File: src/rtl/cla_pkg.sv
// rtl/cla_pkg.sv - width and grouping constants for the 16-bit carry-lookahead adder
package cla_pkg;

  localparam int CLA_WIDTH   = 16;
  localparam int CLA_GROUP   = 4;
  localparam int CLA_NGROUPS = CLA_WIDTH / CLA_GROUP;

  typedef logic [CLA_WIDTH-1:0] cla_word_t;
  typedef logic [CLA_GROUP-1:0] cla_nibble_t;

endpackage

File: src/rtl/cla_block4.sv
// rtl/cla_block4.sv - 4-bit lookahead group: sum bits plus group generate/propagate
module cla_block4
  import cla_pkg::*;
(
  input  logic [CLA_GROUP-1:0] a,
  input  logic [CLA_GROUP-1:0] b,
  input  logic                 cin,
  output logic [CLA_GROUP-1:0] s,
  output logic                 group_g,
  output logic                 group_p
);

  logic [CLA_GROUP-1:0] g;
  logic [CLA_GROUP-1:0] p;
  logic [CLA_GROUP-1:0] c;

  assign g = a & b;
  assign p = a ^ b;

  // Every internal carry is a flat sum of products off cin, so no bit waits on its neighbour.
  assign c[0] = cin;
  assign c[1] = g[0] | (p[0] & cin);
  assign c[2] = g[1] | (p[1] & g[0]) | (p[1] & p[0] & cin);
  assign c[3] = g[2] | (p[2] & g[1]) | (p[2] & p[1] & g[0]) | (p[2] & p[1] & p[0] & cin);

  assign s = p ^ c;

  assign group_g = g[3] | (p[3] & g[2]) | (p[3] & p[2] & g[1]) | (p[3] & p[2] & p[1] & g[0]);
  assign group_p = &p;

endmodule

File: src/rtl/cla_adder_16.sv
// rtl/cla_adder_16.sv - 16-bit two-level carry-lookahead adder with registered sum and carry out
module cla_adder_16
  import cla_pkg::*;
(
  input  logic                 clk,
  input  logic                 rst,
  output logic [CLA_WIDTH-1:0] sum,
  output logic                 carry_out,
  input  logic [CLA_WIDTH-1:0] a,
  input  logic [CLA_WIDTH-1:0] b,
  input  logic                 carry_in
);

  logic [CLA_NGROUPS-1:0] grp_g;
  logic [CLA_NGROUPS-1:0] grp_p;
  logic [CLA_NGROUPS:0]   grp_c;
  logic [CLA_WIDTH-1:0]   sum_d;
  logic [CLA_WIDTH-1:0]   sum_q;
  logic                   carry_d;
  logic                   carry_q;

  // Second-level lookahead: each group carry derives directly from carry_in and group G/P.
  assign grp_c[0] = carry_in;
  assign grp_c[1] = grp_g[0] | (grp_p[0] & carry_in);
  assign grp_c[2] = grp_g[1] | (grp_p[1] & grp_g[0]) | (grp_p[1] & grp_p[0] & carry_in);
  assign grp_c[3] = grp_g[2] | (grp_p[2] & grp_g[1]) | (grp_p[2] & grp_p[1] & grp_g[0])
                  | (grp_p[2] & grp_p[1] & grp_p[0] & carry_in);
  assign grp_c[4] = grp_g[3] | (grp_p[3] & grp_g[2]) | (grp_p[3] & grp_p[2] & grp_g[1])
                  | (grp_p[3] & grp_p[2] & grp_p[1] & grp_g[0])
                  | (grp_p[3] & grp_p[2] & grp_p[1] & grp_p[0] & carry_in);

  for (genvar gi = 0; gi < CLA_NGROUPS; gi++) begin : g_blk
    cla_block4 u_blk (
      .a       (a[gi*CLA_GROUP +: CLA_GROUP]),
      .b       (b[gi*CLA_GROUP +: CLA_GROUP]),
      .cin     (grp_c[gi]),
      .s       (sum_d[gi*CLA_GROUP +: CLA_GROUP]),
      .group_g (grp_g[gi]),
      .group_p (grp_p[gi])
    );
  end

  assign carry_d = grp_c[CLA_NGROUPS];

  always_ff @(posedge clk) begin
    if (rst) begin
      sum_q   <= '0;
      carry_q <= 1'b0;
    end else begin
      sum_q   <= sum_d;
      carry_q <= carry_d;
    end
  end

  assign sum       = sum_q;
  assign carry_out = carry_q;

endmodule

File: config.mk
export PLATFORM = sky130hd
export DESIGN_NAME = cla_adder_16
export DESIGN_NICKNAME = d
export VERILOG_FILES = /design/src/rtl/cla_pkg.sv /design/src/rtl/cla_block4.sv /design/src/rtl/cla_adder_16.sv
export SDC_FILE = /design/constraint.sdc
export NUM_CORES = 1
export LEC_CHECK = 0
export BUFFER_PORTS_ARGS = -buffer_cell sky130_fd_sc_hd__buf_2
export CAP_MARGIN = 30
export CORE_MARGIN = 3
export CORE_UTILIZATION = 40
export CTS_CLUSTER_DIAMETER = 40
export DETAILED_ROUTE_END_ITERATION = 10
export PLACE_DENSITY = 0.7
export SYNTH_ARGS = -nofsm -noshare
export SYNTH_HDL_FRONTEND = slang
export SYNTH_SLANG_ARGS = --single-unit
File: constraint.sdc
create_clock -name clk -period 4 [get_ports clk]
set_input_delay 0.2 -clock clk [delete_from_list [all_inputs] [get_ports clk]]
set_output_delay 0.2 -clock clk [all_outputs]
set_load 0.05 [all_outputs]
Word level (Yosys, flattened, before mapping)
Cells that the tools add are included.
{"block": "classes", "add_sub_neg": 0, "mul": 0, "n_div": 0, "order_cmp": 0, "n_eq_ne": 0, "n_shift": 0, "mux": 0, "bitwise_logic": 130, "reduce_logical": 4}
{"op": "$and A1 B1 Y1", "n": 72}
{"op": "$or A1 B1 Y1", "n": 46}
{"op": "$xor A4 B4 Y4", "n": 8}
{"op": "$and A4 B4 Y4", "n": 4}
{"op": "$reduce_and A4 Y1", "n": 4}
{"block": "totals", "register_bits": 17, "latchBits": 0, "mem_bits_rw": 0, "rom_bits": 0, "in_bits": 35, "output_inout_bits": 17, "wordCells": 136, "memories": 0}

Logic depth before layout (Yosys ltp)
{"block": "depth", "ltp_word": 12, "depth_mapped": 9, "mapped_depth_nobuf": 9}

Cells and area by module
Synthesis repeated with hierarchy kept, for this count alone.
{"block": "unflattened", "cells_unflattened": 130, "area_unflattened_um2": 1243.7}
{"module": "cla_block4", "n_inst": 4, "cells_each": 22, "area_each_um2": 182.7, "seq_area_each_um2": 0.0}
{"module": "cla_adder_16", "n_inst": 1, "cells_each": 42, "area_each_um2": 513.0, "seq_area_each_um2": 340.3}

Least setup slack after synthesis
Ideal clock, no wire load.
{"block": "synth_path", "path_kind": "in2reg", "startpoint": "input a[0]", "endpoint": "register sum_q[12], in the netlist sum[12]", "setup_ns": 0.067, "arrival_time_ns": 2.094, "slack_ns": 1.839, "path_stages": 8, "cell_sequence": "ha_1 -> a211oi_2 -> o21ai_2 -> a41o_1 -> a41o_1 -> a21oi_1 -> fa_1 -> nor2_1"}
{"block": "synth_between", "elab_chain_len": 7}
{"element": "start, declared", "line_no": "cla_adder_16.sv:9", "source": "input logic [CLA_WIDTH-1:0] a,"}
{"element": "$and A4 B4 Y4", "line_no": "cla_block4.sv:17", "source": "assign g = a & b;"}
{"element": "$and A1 B1 Y1", "line_no": "cla_block4.sv:28", "source": "assign group_g = g[3] | (p[3] & g[2]) | (p[3] & p[2] & g[1]) | (p[3] & p[2] & p[1] & g[0]);"}
{"element": "$or A1 B1 Y1", "line_no": "cla_block4.sv:28"}
{"element": "$and A1 B1 Y1", "line_no": "cla_adder_16.sv:26", "source": "assign grp_c[3] = grp_g[2] | (grp_p[2] & grp_g[1]) | (grp_p[2] & grp_p[1] & grp_g[0])"}
{"element": "$or A1 B1 Y1", "line_no": "cla_adder_16.sv:26"}
{"element": "$or A1 B1 Y1 *", "line_no": "cla_adder_16.sv:27", "source": "| (grp_p[2] & grp_p[1] & grp_p[0] & carry_in);"}
{"element": "$xor A4 B4 Y4 *", "line_no": "cla_block4.sv:26", "source": "assign s = p ^ c;"}
{"element": "end signal, assigned", "line_no": "cla_adder_16.sv:50", "source": "sum_q <= sum_d;"}
{"element": "end, declared", "line_no": "cla_adder_16.sv:18", "source": "logic [CLA_WIDTH-1:0] sum_q;"}
Mark *: on every way between the ends. The rest lies on a longest branch, timed or not.
A chain may end at the register's enable or synchronous reset.

Worst setup path in the final report
Ends and elaborated chain as after synthesis.

==> results by group <==
Detailed routing
  – DRC: 0
  – DRT iter0 DRCs: 18
  – DRT antenna net count: 0
  – Wire per inst: 12.3 µm
  – Via/cell ratio: between 5 and 6
  – Routed via count: 1103
  – Final wirelength: 2610 µm
  – DRT Pass-1 Iters: 4

Die
  – Row Count: 18
  – Die span in y: 59.9 µm
  – Die area: 0.00358 mm²
  – Core area: about 0.0026 mm²
  – I/O Pins: 52
  – Die Span X: between 50 and 60 µm
  – Initial Util: 44.4%

CTS
  – Clock-pin slew on the worst setup and hold paths: 0.10 ns
  – H-tree lvl count: 1
  – Cts bufs inserted: 3
  – TritonCTS Sinks: 17
  – Root Driver: clkbuf_4
  – Hold-fix buffers, CTS: 0
  – Deepest clock path buffer count: 2
  – CTS tree: built
  – Postcts setup bufs: 0
  – Gates resized, CTS repair: 0

STA
  – Final worst path period share: 53.6%
  – Worst-Margin Slew: 0.582 ns
  – Final Max Tran Viols: 0
  – Final Hold Fails: 0
  – RSZ-0062 raised after global routing: no
  – Fin Hold WS: 0.289 ns
  – Max Freq: ~0.47 GHz
  – Max-slew headroom: roughly 61%
  – Setup TNS: 0 ns
  – Fin crit period: 2.14 ns
  – Setup-failing EPs final: 0
  – Final WS setup: 1.86 ns

Setup path
  – WP data required: around 4.2 ns
  – Worst-path fanout max: 3
  – Worst path arrival time: roughly 2.4 ns
  – Worst setup EP type: flip-flop
  – Startpoint types: input pin
  – WS Path Type: in2reg

Power and ir drop
  – Logic gate share of total power: 45.4%
  – PwrDens: 365 mW/mm²
  – P_leak: 0.000767 µW
  – Clock share of power: between 15 and 20%
  – Switch Pwr: 224 µW
  – Internal Power: 313 µW
  – Sw frac: 41.7%
  – Sequential power share: 36.7%
  – Worst VDD drop: 259 µV

Yosys
  – Netlist Area Pre-Place: between 0.001 and 0.0015 mm²
  – Post-synth top flop: dfxtp_1
  – Gate Count Post-Synth: 129
  – Asr flop ratio synth: 0%
  – Seq/Total Area, Yosys: 29.3%
  – Distinct cells, synth: 35
  – Yosys reg bits: 17
  – Synthesized Nets: 184
  – YS warnings: 0
  – EDFF count, synth: 0
  – Post-synthesis area per instance: 8.99 µm²

Cells and area
  – Multi-input logic area: 774 µm²
  – Storage element area: 340 µm²
  – Final Cell Area: 0.00147 mm²
  – Nets: 238
  – Diodes inserted: 0
  – Synthesis-to-finish area growth: 26.9%
  – Share of layout cells above drive strength 1: between 30% and 40%
  – Filler cells: about 230

Global routing
  – Vias in the first global route: 1112
  – Initial antenna violation count: 0
  – GRT Total Usage: 15.8%
  – Total grt overflow: 0
  – First-pass GRT wire length: 4370 µm
  – Largest net degree at the start of global routing: 24

Placed design
  – Buffers on Ports: 51
  – Post-DP HPWL: 2190 µm
  – Pre-CTS WS: 1.55 ns
  – Routability cong.: 0.829
  – Placed Area: around 0.0014 mm²

Run
  – Max cap viols: 0

Min path
  – Hold WC Path Type: in2reg
  – Hold path depth: 4

Run status
  – Status: complete, no violations
==> cell usage in the layout (no fill, tap or decap), types with 2 or more instances in the layout <==
cell type and instances:
dfxtp_1 17, clkbuf_4 3, a21oi_1 7, nor2_1 19
buf_2 51, nor2b_1 3, nor3_1 3, xor2_1 6
xnor2_1 2, o21ai_2 2, nand2b_1 2, fa_1 4
a211oi_1 3, nand2_1 5, inv_1 10, nand3_1 3
o21ai_0 4, o211ai_1 2, ha_1 16, a41o_1 2
a311o_1 2
==> cell type report <==
class / count / share of cell area, %
multi-input combinational: 100 / 52.6
inverter: 10 / 2.55
timing repair buffer: 51 / 17.3
sequential: 17 / 23.1
tap: 30 / 2.55
clock buffer: 4 / 1.79
==> metal layers <==
metal	GRT usage [%]	share of wire, %	vias to the layer above
li1	-	-	562
met1	17.2	37	495
met2	27.9	52	41
met3	3.67	8.7	5
met4	8.54	1.5	0
met5	0	0	-
==> through the flow <==
step | std cells | utilization (%) | power [µW]
after floorplan | 129 | - | 384
after global placement | 208 | 55.3 | 439
after detailed placement | 208 | 55.3 | 445
after CTS | 212 | 56.3 | 544
after global routing | 212 | 56.3 | 572
final | 212 | 56.3 | 537
==> synth_stat cells (2+ instances only) <==
cell type / n / area, µm²
nand2_1: 5 / 18.8
clkbuf_1: 2 / 7.51
inv_1: 10 / 37.5
xnor2_1: 2 / 17.5
nor3_1: 3 / 15.0
fa_1: 4 / 80.1
nor2b_1: 3 / 18.8
xor2_1: 6 / 52.6
dfxtp_1: 17 / 340
a41o_1: 2 / 20.0
a211oi_1: 3 / 22.5
a311o_1: 2 / 20.0
nand3_1: 3 / 15.0
nor2_1: 19 / 71.3
o211ai_1: 2 / 15.0
o21ai_2: 2 / 17.5
nand2b_1: 2 / 12.5
a21oi_1: 7 / 35.0
ha_1: 16 / 200
o21ai_0: 4 / 20.0
==> power by group through the flow <==
stage	combinational [µW]	clock, µW	sequential (µW)
after CTS	246	101	197
after detailed placement	244	0	201
after global placement	238	0	200
final	244	96.1	197
after global routing	266	106	200
after floorplan	100	0	284
==> cells by family after synthesis <==
| family | share of synthesized area [%] |
|---|---|
| adders and majority gates | 24.2 |
| xor gates and xnor gates | 6.04 |
| muxes | 2.26 |
| DFF | 29.3 |
| and+or+nand+nor | 15.9 |
| buffers and inverters | 3.88 |
| AOI/OAI and AO/OA | 18.4 |
==> worst max-delay path, cell delays in order <==
cell and delay [ns]:
buf_2 0.11, ha_1 0.32, a211oi_2 0.32, o21ai_2 0.12, a41o_1 0.28, a41o_1 0.28, a21oi_1 0.20, fa_1 0.44
nor2_1 0.11
==> worst paths after layout <==
check / from / end / slack, ns
hold / removal: b[15] / carry_out$_SDFF_PP0_ / 0.29
setup / recovery: a[0] / sum[12]$_SDFF_PP0_ / 1.86
==> registers in the layout (all words and copies together) (netlist names) <==
signal     cells
sum           16
carry_out      1
(Power assumes the default switching activity.)
